### config.mk
export PLATFORM = sky130hd
export DESIGN_NAME = pipelined_csel_adder_flat
export DESIGN_NICKNAME = d
export VERILOG_FILES = /design/src/rtl/pipelined_csel_adder_if.sv /design/src/rtl/pipelined_csel_adder.sv /design/src/flat_wrapper.sv
export SDC_FILE = /design/constraint.sdc
export NUM_CORES = 1
export LEC_CHECK = 0
export CORE_ASPECT_RATIO = 0.8
export CORE_MARGIN = 2
export CORE_UTILIZATION = 45
export DETAILED_ROUTE_END_ITERATION = 16
export HOLD_SLACK_MARGIN = 0.05
export PLACE_DENSITY = 0.69
export SYNTH_ARGS = -nofsm -noshare
export SYNTH_HDL_FRONTEND = slang
export SYNTH_SLANG_ARGS = --single-unit
### constraint.sdc
create_clock -name clk -period 4.2 [get_ports clk]
set_input_delay 1.26 -clock clk [delete_from_list [all_inputs] [get_ports clk]]
set_output_delay 1.26 -clock clk [all_outputs]
set_load 0.05 [all_outputs]
### src/rtl/pipelined_csel_adder_if.sv
// Operand/result stream bundle for pipelined_csel_adder.
// The ovf signal exists only when CSEL_ADDER_OVF_EN is defined.
interface pipelined_csel_adder_if #(
    parameter int unsigned WIDTH = 32
) ();
    logic             in_valid;
    logic             in_ready;
    logic [WIDTH-1:0] a;
    logic [WIDTH-1:0] b;
    logic             cin;
    logic             sub;
    logic             out_valid;
    logic             out_ready;
    logic [WIDTH-1:0] out_sum;
    logic             cout;
`ifdef CSEL_ADDER_OVF_EN
    logic             ovf;

    modport slave (
        input  in_valid, a, b, cin, sub, out_ready,
        output in_ready, out_valid, out_sum, cout, ovf
    );
    modport master (
        output in_valid, a, b, cin, sub, out_ready,
        input  in_ready, out_valid, out_sum, cout, ovf
    );
`else
    modport slave (
        input  in_valid, a, b, cin, sub, out_ready,
        output in_ready, out_valid, out_sum, cout
    );
    modport master (
        output in_valid, a, b, cin, sub, out_ready,
        input  in_ready, out_valid, out_sum, cout
    );
`endif
endinterface

### src/rtl/pipelined_csel_adder.sv
// Pipelined carry-select adder/subtractor, one BLK-bit block per stage, valid/ready stream.
// Optional signed-overflow output enabled by defining CSEL_ADDER_OVF_EN.
module pipelined_csel_adder #(
    parameter int unsigned WIDTH = 32,
    parameter int unsigned BLK   = 8
) (
    input logic                   clk,
    input logic                   rst,
    pipelined_csel_adder_if.slave io_bus
);
    localparam int unsigned NBLK = (BLK == 0) ? 1 : WIDTH / BLK;

    if (BLK < 1) begin : g_bad_blk
        $error("pipelined_csel_adder: BLK must be at least 1");
    end else if ((WIDTH % BLK) != 0) begin : g_bad_width
        $error("pipelined_csel_adder: WIDTH must be a multiple of BLK");
    end

    logic w_en;

    assign w_en            = ~g_stage[NBLK-1].r_vld | io_bus.out_ready;
    assign io_bus.in_ready = w_en;

    for (genvar k = 0; k < NBLK; k++) begin : g_stage
        localparam int unsigned OPW = WIDTH - k * BLK;
        localparam int unsigned SW  = (k + 1) * BLK;

        logic [OPW-1:0] w_a_in;
        logic [OPW-1:0] w_bb_in;
        logic           w_c_in;
        logic           w_v_in;
        logic [BLK:0]   w_s0;
        logic [BLK:0]   w_s1;
        logic [BLK:0]   w_sel;
        logic [SW-1:0]  w_sum_d;
        logic [SW-1:0]  r_sum;
        logic           r_c;
        logic           r_vld;

        // Stage 0 folds subtraction into inverted B and inverted borrow-in.
        if (k == 0) begin : g_head
            assign w_a_in  = io_bus.a;
            assign w_bb_in = io_bus.sub ? ~io_bus.b : io_bus.b;
            assign w_c_in  = io_bus.sub ^ io_bus.cin;
            assign w_v_in  = io_bus.in_valid;
            assign w_sum_d = w_sel[BLK-1:0];
        end else begin : g_body
            assign w_a_in  = g_stage[k-1].g_op.r_a;
            assign w_bb_in = g_stage[k-1].g_op.r_bb;
            assign w_c_in  = g_stage[k-1].r_c;
            assign w_v_in  = g_stage[k-1].r_vld;
            assign w_sum_d = {w_sel[BLK-1:0], g_stage[k-1].r_sum};
        end

        assign w_s0  = {1'b0, w_a_in[BLK-1:0]} + {1'b0, w_bb_in[BLK-1:0]};
        assign w_s1  = {1'b0, w_a_in[BLK-1:0]} + {1'b0, w_bb_in[BLK-1:0]}
                     + {{BLK{1'b0}}, 1'b1};
        assign w_sel = w_c_in ? w_s1 : w_s0;

        always_ff @(posedge clk) begin
            if (rst) begin
                r_vld <= 1'b0;
                r_c   <= 1'b0;
                r_sum <= '0;
            end else if (w_en) begin
                r_vld <= w_v_in;
                r_c   <= w_sel[BLK];
                r_sum <= w_sum_d;
            end
        end

        // Skew registers for the operand blocks that later stages still need.
        if (k < NBLK - 1) begin : g_op
            logic [OPW-BLK-1:0] r_a;
            logic [OPW-BLK-1:0] r_bb;

            always_ff @(posedge clk) begin
                if (rst) begin
                    r_a  <= '0;
                    r_bb <= '0;
                end else if (w_en) begin
                    r_a  <= w_a_in[OPW-1:BLK];
                    r_bb <= w_bb_in[OPW-1:BLK];
                end
            end
        end
    end

    assign io_bus.out_valid = g_stage[NBLK-1].r_vld;
    assign io_bus.out_sum   = g_stage[NBLK-1].r_sum;
    assign io_bus.cout      = g_stage[NBLK-1].r_c;

`ifdef CSEL_ADDER_OVF_EN
    logic r_sa;
    logic r_sbb;

    always_ff @(posedge clk) begin
        if (rst) begin
            r_sa  <= 1'b0;
            r_sbb <= 1'b0;
        end else if (w_en) begin
            r_sa  <= g_stage[NBLK-1].w_a_in[BLK-1];
            r_sbb <= g_stage[NBLK-1].w_bb_in[BLK-1];
        end
    end

    assign io_bus.ovf = (r_sa == r_sbb) & (g_stage[NBLK-1].r_sum[WIDTH-1] != r_sa);
`endif
endmodule

### src/flat_wrapper.sv
// flat-port wrapper written by rule: the top's interface ports become plain ports
module pipelined_csel_adder_flat 
#(
    parameter int unsigned WIDTH = 32,
    parameter int unsigned BLK   = 8
)
  (clk, rst, io_bus_in_valid, io_bus_a, io_bus_b, io_bus_cin, io_bus_sub, io_bus_out_ready, io_bus_in_ready, io_bus_out_valid, io_bus_out_sum, io_bus_cout);
  pipelined_csel_adder_if #(.WIDTH(WIDTH)) io_bus_i ();
  input logic clk;
  input logic rst;
  input wire logic [$bits(io_bus_i.in_valid)-1:0] io_bus_in_valid;
  input wire logic [$bits(io_bus_i.a)-1:0] io_bus_a;
  input wire logic [$bits(io_bus_i.b)-1:0] io_bus_b;
  input wire logic [$bits(io_bus_i.cin)-1:0] io_bus_cin;
  input wire logic [$bits(io_bus_i.sub)-1:0] io_bus_sub;
  input wire logic [$bits(io_bus_i.out_ready)-1:0] io_bus_out_ready;
  output wire logic [$bits(io_bus_i.in_ready)-1:0] io_bus_in_ready;
  output wire logic [$bits(io_bus_i.out_valid)-1:0] io_bus_out_valid;
  output wire logic [$bits(io_bus_i.out_sum)-1:0] io_bus_out_sum;
  output wire logic [$bits(io_bus_i.cout)-1:0] io_bus_cout;
  assign io_bus_i.in_valid = io_bus_in_valid;
  assign io_bus_i.a = io_bus_a;
  assign io_bus_i.b = io_bus_b;
  assign io_bus_i.cin = io_bus_cin;
  assign io_bus_i.sub = io_bus_sub;
  assign io_bus_i.out_ready = io_bus_out_ready;
  assign io_bus_in_ready = io_bus_i.in_ready;
  assign io_bus_out_valid = io_bus_i.out_valid;
  assign io_bus_out_sum = io_bus_i.out_sum;
  assign io_bus_cout = io_bus_i.cout;
  pipelined_csel_adder #(.WIDTH(WIDTH), .BLK(BLK)) u_core (.clk(clk), .rst(rst), .io_bus(io_bus_i));
endmodule
## Word level (Yosys, flattened, before mapping)

Index checks and enable logic that the tools add are counted.

| cells by class | value |
|---|---|
| muxes and demuxes | 5 |
| bitwise operators | 4 |
| add/subtract/negate cells | 8 |

Operator list:

| operator | count |
|---|---|
| $add A8 B8 Y9 | 4 |
| $add A9 B1 Y9 const B | 4 |
| $mux W9 | 4 |
| $mux W32 | 1 |
| $not A32 Y32 | 1 |
| $not A1 Y1 | 1 |
| $or A1 B1 Y1 | 1 |
| $xor A1 B1 Y1 | 1 |

| word-level totals | value |
|---|---|
| output and inout bits | 35 |
| bits in registers | 184 |
| input port bits | 70 |
| logic and storage cells | 35 |

## Depth between registers and ports, before layout

Gate-level depths: netlist of the first run.

| logic depth | value |
|---|---|
| depth after elaboration | 5 |
| depth in mapped cells | 13 |
| depth with buffers taken out | 11 |

## Worst setup path before layout of the first run

Ideal clock, no wire load.

| timing path | value |
|---|---|
| path kind | input -> register |
| from | in io_bus_sub |
| to | reg u_core.g_stage[0].r_c |
| path buffers | 2 |
| setup slack | 0.181 ns |
| data arrival time | 3.932 ns |
| data required time | 4.113 ns |
| stages | 13 |
| path through | buf_6 -> clkbuf_1 -> xor2_1 -> ha_1 -> inv_1 -> fa_1 -> inv_1 -> ha_1 -> nand2_2 -> a2111oi_4 -> nand3_2 -> o311a_1 -> o31ai_1 |

| on the way | value |
|---|---|
| cells in the longest elaborated chain, start to end | 4 |

Ends and longest elaborated chain:

| what | line | text |
|---|---|---|
| from (decl) | flat_wrapper.sv:15 | `input wire logic [$bits(io_bus_i.sub)-1:0] io_bus_sub;` |
| $mux W32 | pipelined_csel_adder.sv:43 | `assign w_bb_in = io_bus.sub ? ~io_bus.b : io_bus.b;` |
| $add A8 B8 Y9 | pipelined_csel_adder.sv:55, pipelined_csel_adder.sv:56 |  |
| $add A9 B1 Y9 | pipelined_csel_adder.sv:57 | `+ {{BLK{1'b0}}, 1'b1};` |
| $mux W9 (*) | pipelined_csel_adder.sv:58 | `assign w_sel = w_c_in ? w_s1 : w_s0;` |
| to (signal assigned) | pipelined_csel_adder.sv:67 | `r_c <= w_sel[BLK];` |
| to (decl) | pipelined_csel_adder.sv:37 | `logic r_c;` |

Every way passes the cells marked *; elsewhere a longest branch is shown, timed or not.
A chain may end at the register's enable or synchronous reset.

## Worst setup path in the final report of the first run

| timing path | value |
|---|---|
| from | in io_bus_b[0] |
| to | reg u_core.g_stage[0].r_c |

| on the way | value |
|---|---|
| cells in the longest elaborated chain, start to end | 5 |

Ends and longest elaborated chain:

| what | line | text |
|---|---|---|
| from (decl) | flat_wrapper.sv:13 | `input wire logic [$bits(io_bus_i.b)-1:0] io_bus_b;` |
| $not A32 Y32 | pipelined_csel_adder.sv:43 |  |
| $mux W32 (*) | pipelined_csel_adder.sv:43 |  |
| $add A8 B8 Y9 (*) | pipelined_csel_adder.sv:55, pipelined_csel_adder.sv:56 |  |
| $add A9 B1 Y9 | pipelined_csel_adder.sv:57 |  |
| $mux W9 (*) | pipelined_csel_adder.sv:58 |  |

Marked as above.

==> metrics.md, run 1 <==
| Metric | Value |
|---|---|
| Area leader, netlist | `dfxtp_1` |
| Clk_lat worst skew | `roughly 0.43 ns` |
| GRT met1 Usage | `28.0%` |
| Fin nets | `1239` |
| Worst-path fanout max | `3` |
| Finish-stage setup viols | `0` |
| Total Routed Length | `approximately 18000 um` |
| Cts hold-fix bufs | `0` |
| Pins Over Slew Limit | `0` |
| Largest net degree at the start of global routing | `around 230` |
| Worst slew pin tran | `0.961 ns` |
| EDFF count, synth | `0` |
| Fin. Hold Viols | `0` |
| Mapped Cells | `1067` |
| Mapped Avg Cell Area | `around 8.1 um2` |
| Async SR Flop Fraction | `0%` |
| Status | `finished clean` |
| Drt drc | `0` |
| Post-Syn Area | `8620 um2` |
| Routed vias | `7193` |
| Leakage Power | `4.01 nW` |
| I/O pin cnt | `roughly 110` |
| All-Layer GR Usage | `18.3%` |
| R2r setup slk | `around 1.5 ns` |
| Grt ovf | `0` |
| RSZ-0062 raised after global routing | `false` |
| FF+latch count, synth | `between 150 and 200` |
| IO buf count | `approximately 100` |
| Worst setup margin | `0.586 ns` |
| Syn Nets | `1178` |
| Synthesis-to-finish area growth | `20.6%` |
| Num CTS Buffers | `17` |
| Drt initial violations | `460` |
| CTS tree | `yes` |
| Die height | `128 um` |
| Die Wd | `~160 um` |
| Setup slack at placement | `0.108 ns` |
| Crit path kind | `input pin to flip-flop` |
| Worst Skew | `approximately 0.0081 ns` |
| Commonest cells post-synth | `nand2_1, dfxtp_1, a21oi_1` |
| Synth area leaders | `dfxtp_1, nand2_1, a21oi_1` |
| Hpwl dp | `around 12000 um` |
| Die area | `~20000 um2` |
| Max-Cap Viols | `0` |
| Vias in the first global route | `6257` |
| Core Box Area | `between 15000 and 20000 um2` |
| P per Cell Area | `403 nW/um2` |
| Main synth FF type | `dfxtp_1` |
| Startpoint types | `input pin` |
| Synth cell types | `54` |
| Synth warn | `0` |
| Met2 Use GR | `roughly 25%` |
| Placer congestion estimate | `0.849` |
| Area share of the leading cell type in the synthesized netlist | `42.7%` |
| Setup Fix Bufs, Post-CTS | `0` |
| Register area share after synthesis | `42.7%` |
| Row Count | `45` |
| H-tree depth | `4` |
| Max VDD drop | `roughly 0.00026 V` |
| # diodes | `0` |
| TNS Setup | `0 ns` |
| CTS max path bufs | `2` |
| Initial antenna violation count | `0` |
| Post-CTS sizing | `0` |
| Tcrit/Tclk final | `86.1%` |
| DR WL/cell | `around 13 um` |
| Routed Antenna Nets | `0` |
| Worst slew margin | `35.9%` |
| Initial Util | `between 40% and 50%` |
| Reg area | `approximately 3700 um2` |
| Arr. time, crit path | `3.92 ns` |
| Fmax | `0.277 GHz` |
| Via/cell ratio | `5.14` |
| Critical Path RT | `4.50 ns` |
| Design Power | `0.00419 W` |
| Worst setup EP type | `flip-flop` |
| DRT Pass-1 Iters | `5` |
| Top-count cell post-synth | `nand2_1` |
| Area of the multi-input gates | `4590 um2` |
| Layout cells sized above 1 | `4.65%` |
| CTS Sinks | `184` |
| Global-route wire length before repair | `30700 um` |
| Fill count | `between 1500 and 2000` |
| M3 GR Usage | `around 4.5%` |
| GR peak layer | `met1` |
| Hold crit path type | `flip-flop to flip-flop` |
| Root Driver | `clkbuf_16` |
| Clock slew at reported path FFs | `0.07 ns` |
| Minimum clock period | `3.61 ns` |
[registers in the layout, summed over array words and instances, names as in the netlist]
name / flops
u_core.io_bus.out_valid: 1
u_core.g_stage.g_op.r_bb: 48
u_core.g_stage.r_c: 3
u_core.g_stage.g_op.r_a: 48
u_core.io_bus.out_sum: 32
u_core.g_stage.r_vld: 3
u_core.io_bus.cout: 1
u_core.g_stage.r_sum: 48
[per-stage QoR]
step,cells,util [%],cell area [um2],hold slack [ns]
finish,1399,55.1,10400,0.448
CTS,1399,55.1,10400,0.453
floorplan,1067,-,8620,0.432
global placement,1367,52.0,9810,0.439
global route,1399,55.1,10400,0.465
detailed placement,1367,52.0,9810,0.443
[final cells by class]
| type | count | share of cell area, % |
|---|---|---|
| timing repair buffer | 111 | 10.8 |
| inverter | 23 | 0.878 |
| sequential | 184 | 35.4 |
| tap | 258 | 3.10 |
| clock inverter | 12 | 1.37 |
| multi-input combinational | 791 | 44.2 |
| clock buffer | 20 | 4.29 |
[path summary, 6_finish.rpt]
kind,start,end,depth (start not counted)
worst max register to register,u_core.g_stage[0].g_op.r_bb[0],u_core.g_stage[1].r_c,8
worst min register to register,u_core.g_stage[0].g_op.r_bb[9],u_core.g_stage[1].g_op.r_bb[1],2
worst max-delay path,io_bus_b[0],u_core.g_stage[0].r_c,12
worst min-delay path,u_core.g_stage[0].g_op.r_bb[9],u_core.g_stage[1].g_op.r_bb[1],2
[cell usage in the layout, fill, tap and decap left out, types with 4 or more instances in the layout]
| master | count |
|---|---|
| nand2_1 | 270 |
| dfxtp_1 | 184 |
| a21oi_1 | 146 |
| clkdlybuf4s50_1 | 101 |
| nor2_1 | 84 |
| a211oi_1 | 58 |
| xnor2_1 | 46 |
| ha_1 | 37 |
| inv_1 | 22 |
| xor2_1 | 22 |
| clkbuf_16 | 17 |
| o21ai_0 | 11 |
| o2111ai_1 | 11 |
| nor3_1 | 9 |
| o21a_1 | 7 |
| nand4_1 | 7 |
| o311ai_1 | 6 |
| nor4_1 | 6 |
| buf_4 | 6 |
| a21o_1 | 5 |
| nor3b_1 | 5 |
| clkinv_4 | 5 |
| nand2b_1 | 4 |
| fa_1 | 4 |
[worst max-delay path, stage by stage]
cell	delay, ns
clkdlybuf4s50_1	0.47
xor2_1	0.15
ha_1	0.21
inv_1	0.06
fa_1	0.47
inv_1	0.08
ha_1	0.15
nand2_2	0.08
a2111oi_4	0.34
nand3_2	0.15
a2111oi_0	0.38
o31ai_1	0.12
[cells by family (layout without fill, tap and decap cells)]
kind of cell | after synthesis | count (layout) | synth area share, %
and+or+nand+nor | 403 | 403 | 19.2
AOI/OAI and AO/OA | 275 | 275 | 20.2
DFF | 184 | 184 | 42.7
buffers and inverters | 92 | 166 | 4.09
xor gates and xnor gates | 69 | 69 | 7.23
adders and majority gates | 41 | 41 | 6.30
muxes | 3 | 3 | 0.348
[metal layers]
layer,share of wire [%],vias to the layer above
met5,0,-
met4,0.77,0
met3,4.0,13
met2,41,131
met1,54,3248
li1,-,3801
[power by group]
group	switching, W	internal, W
logic	0.000370	0.000299
clock network	0.000681	0.000903
registers	0.0000709	0.00187
total	0.00112	0.00307
Power figures use the tool's default switching activity.
==> inputs of run 2 (changes only) <==
--- a/config.mk
+++ b/config.mk
@@ -7,10 +7,11 @@
 export LEC_CHECK = 0
 export CORE_ASPECT_RATIO = 0.8
 export CORE_MARGIN = 2
-export CORE_UTILIZATION = 45
+export CORE_UTILIZATION = 51
+export CTS_CLUSTER_SIZE = 24
 export DETAILED_ROUTE_END_ITERATION = 16
 export HOLD_SLACK_MARGIN = 0.05
-export PLACE_DENSITY = 0.69
+export PLACE_DENSITY = 0.77
 export SYNTH_ARGS = -nofsm -noshare
 export SYNTH_HDL_FRONTEND = slang
 export SYNTH_SLANG_ARGS = --single-unit
==> run 2 against run 1 <==
  * Sequential power about the same
  * Die area fell by 11%
  * Routed wire length decreased by 2.6%
  * First-iteration DRC count increased by 10%
  * Critical path depth did not move
  * Clock power about the same
  * Register-to-register slack better by 0.03 ns
  * Clock skew is 0.00073 ns higher
  * Cell count is 2.6% lower
  * Fmax is 2.8% lower
  * Combinational power barely moved
  * Non-clock buffer count rose by 1
  * Largest power group unchanged
  * Highest routed layer unchanged
==> metrics.md, run 2 (synthesized netlist as in run 1, its figures left out) <==
| Metric | Value |
|---|---|
| Initial Util | `52.1%` |
| Hold Path Depth | `2` |
| Clock slew at reported path FFs | `0.07 ns` |
| Total Routed Length | `17900 um` |
| DR WL/cell | `between 10 and 15 um` |
| Status | `finished clean` |
| Gate power share | `16.0%` |
| Synthesis-to-finish area growth | `20.0%` |
| DRT Pass-1 Iters | `5` |
| RSZ-0062 raised after global routing | `false` |
| Clk pwr share | `37.7%` |
| R2r setup slk | `1.55 ns` |
| Finish-stage setup viols | `0` |
| GRT met1 Usage | `roughly 31%` |
| Setup slack at placement | `between 0.05 and 0.06 ns` |
| Layout cells sized above 1 | `4.82%` |
| Critical Path RT | `4.50 ns` |
| Crit path max-delay family | `compound AO/OA/AOI/OAI gates` |
| Reg area | `about 3700 um2` |
| Hold_sp | `u_core.io_bus.out_sum[9]` |
| Minimum clock period | `3.72 ns` |
| Final design utilization | `62.5%` |
| Num CTS Buffers | `17` |
| CP Cell Sequence | `clkdlybuf4s50_1 > xor2_1 > ha_1 > inv_1 > fa_1 > inv_1 > ha_1 > nand2_2 > a2111oi_4 > nand3_2 > a2111oi_0 > o31ai_1` |
| Clk_lat worst skew | `0.43 ns` |
| Startpoint types | `input pin` |
| Worst setup margin | `between 0.4 and 0.5 ns` |
| Switching Fraction | `26.8%` |
| IO buf count | `104` |
| All-Layer GR Usage | `20.1%` |
| Arr. time, crit path | `between 4 and 5 ns` |
| Worst Skew | `a little under 0.009 ns` |
| P_sw | `0.00112 W` |
| Hold crit path type | `flip-flop to flip-flop` |
| Global-route wire length before repair | `between 20000 and 30000 um` |
| Worst-path fanout max | `3` |
| P per Cell Area | `roughly 400 nW/um2` |
| Cell count of the worst reg-to-reg path | `8` |
| Routed vias | `between 7000 and 8000` |
| CTS max path bufs | `2` |
| Fill count | `1483` |
| Fin. Hold Viols | `0` |
| Crit Reg-Reg Endpoint | `u_core.g_stage[1].r_c` |
| Max VDD drop | `approximately 0.00026 V` |
| Tcrit/Tclk final | `88.5%` |
| Max-Cap Viols | `0` |
| Commonest non-fill, non-tap cells in the layout | `nand2_1, dfxtp_1, a21oi_1, clkdlybuf4s50_1, nor2_1` |
| Die area | `~18000 um2` |
| Crit path kind | `input pin to flip-flop` |
| Die height | `between 100 and 150 um` |
| Post-CTS sizing | `0` |
| Fin nets | `1240` |
| Drt initial violations | `roughly 500` |
| Largest net degree at the start of global routing | `232` |
| I/O pin cnt | `105` |
| Die Wd | `149 um` |
| Fmax | `around 0.27 GHz` |
| CP peak stage delay | `0.48 ns` |
| Grt ovf | `0` |
| H-tree depth | `4` |
| Row Count | `42` |
| # diodes | `0` |
| GR peak layer | `met1` |
| Worst setup EP type | `flip-flop` |
| Hpwl dp | `12000 um` |
| Hold Path Sink | `u_core.io_bus.out_sum[9]` |
| Core Box Area | `16600 um2` |
| TNS Setup | `0 ns` |
| Setup Fix Bufs, Post-CTS | `0` |
| Routed Antenna Nets | `0` |
| Cts hold-fix bufs | `0` |
| CTS tree | `yes` |
| Via/cell ratio | `5.24` |
| Drt drc | `0` |
| Slowest CP cell | `fa_1` |
| Met2 Use GR | `28.2%` |
| CP Buf/Inv Count | `3` |
| Root Driver | `clkbuf_16` |
| Reg2reg start | `u_core.g_stage[0].g_op.r_bb[0]` |
| Worst slew margin | `40.2%` |
| Area of the multi-input gates | `4590 um2` |
| Pins Over Slew Limit | `0` |
| Fin area | `10300 um2` |
| CTS Sinks | `184` |
| Most common cell after layout, fill and taps aside | `nand2_1` |
| Initial antenna violation count | `0` |
| Leakage Power | `3.99 nW` |
| Post-DP Area | `9760 um2` |
| M3 GR Usage | `4.38%` |
| Placer congestion estimate | `just under 0.9` |
| Vias in the first global route | `between 6000 and 7000` |
| Biggest regs | `u_core.g_stage.g_op.r_a x48, u_core.g_stage.g_op.r_bb x48, u_core.g_stage.r_sum x48` |
| Sequential share of power | `46.3%` |
| Worst slew pin tran | `0.897 ns` |
| Internal power | `around 0.0031 W` |
[run 2: cell count changes in the layout (fill, tap and decap cells not counted)]
cell / change
buf_4: +2
clkinvlp_4: +5
inv_6: +1
clkinv_4: -4
clkbuf_1: -1
buf_12: -1
inv_8: -1
[run 2: layout make-up]
| cell class | count | share of cell area [%] |
|---|---|---|
| inverter | 23 | 0.883 |
| sequential | 184 | 35.6 |
| multi-input combinational | 791 | 44.4 |
| tap | 220 | 2.66 |
| clock inverter | 13 | 1.38 |
| timing repair buffer | 112 | 10.8 |
| clock buffer | 19 | 4.28 |
[run 2: metrics by stage]
step,power (W),cells,hold slack (ns)
final,0.00419,1362,0.448
after global routing,0.00437,1362,0.465
after CTS,0.00421,1362,0.451
after detailed placement,0.00264,1330,0.443
after global placement,0.00263,1330,0.438
after floorplan,0.00244,1067,0.432
[run 2: worst register-to-register path, cell delays in order, from the launching register on]
cell	delay (ns)
dfxtp_1	0.32
ha_1	0.25
fa_1	0.44
xor2_1	0.31
o2111ai_1	0.19
nor4_1	0.40
o2111ai_1	0.22
xnor2_1	0.20
a211oi_1	0.22
[run 2: worst max path at each step]
stage,startpoint,to,depth (start not counted)
after floorplan,io_bus_sub,u_core.g_stage[0].r_c,13
after global placement,io_bus_b[0],u_core.g_stage[0].r_c,12
after detailed placement,io_bus_b[0],u_core.g_stage[0].r_c,12
after CTS,io_bus_b[0],u_core.g_stage[0].r_c,12
after global routing,io_bus_b[0],u_core.g_stage[0].r_c,12
final,io_bus_b[0],u_core.g_stage[0].r_c,12
[run 2: metal layers]
metal  vias to the layer above  wire length [um]  share of wire, %
li1                       3783                 -                 -
met1                      3191              9600                54
met2                       151              7400                41
met3                        12               735               4.1
met4                         0               180               1.0
met5                         -                 0                 0
[run 2: power by group through the flow]
| stage | Combinational [W] | Clock (W) | Sequential [W] |
|---|---|---|---|
| 6_report | 0.000670 | 0.00158 | 0.00194 |
| 5_1_grt | 0.000739 | 0.00167 | 0.00195 |
| 4_1_cts | 0.000670 | 0.00160 | 0.00194 |
| 3_5_place_dp | 0.000664 | 0 | 0.00198 |
| 3_3_place_gp | 0.000651 | 0 | 0.00197 |
| 2_1_floorplan | 0.000429 | 0 | 0.00201 |
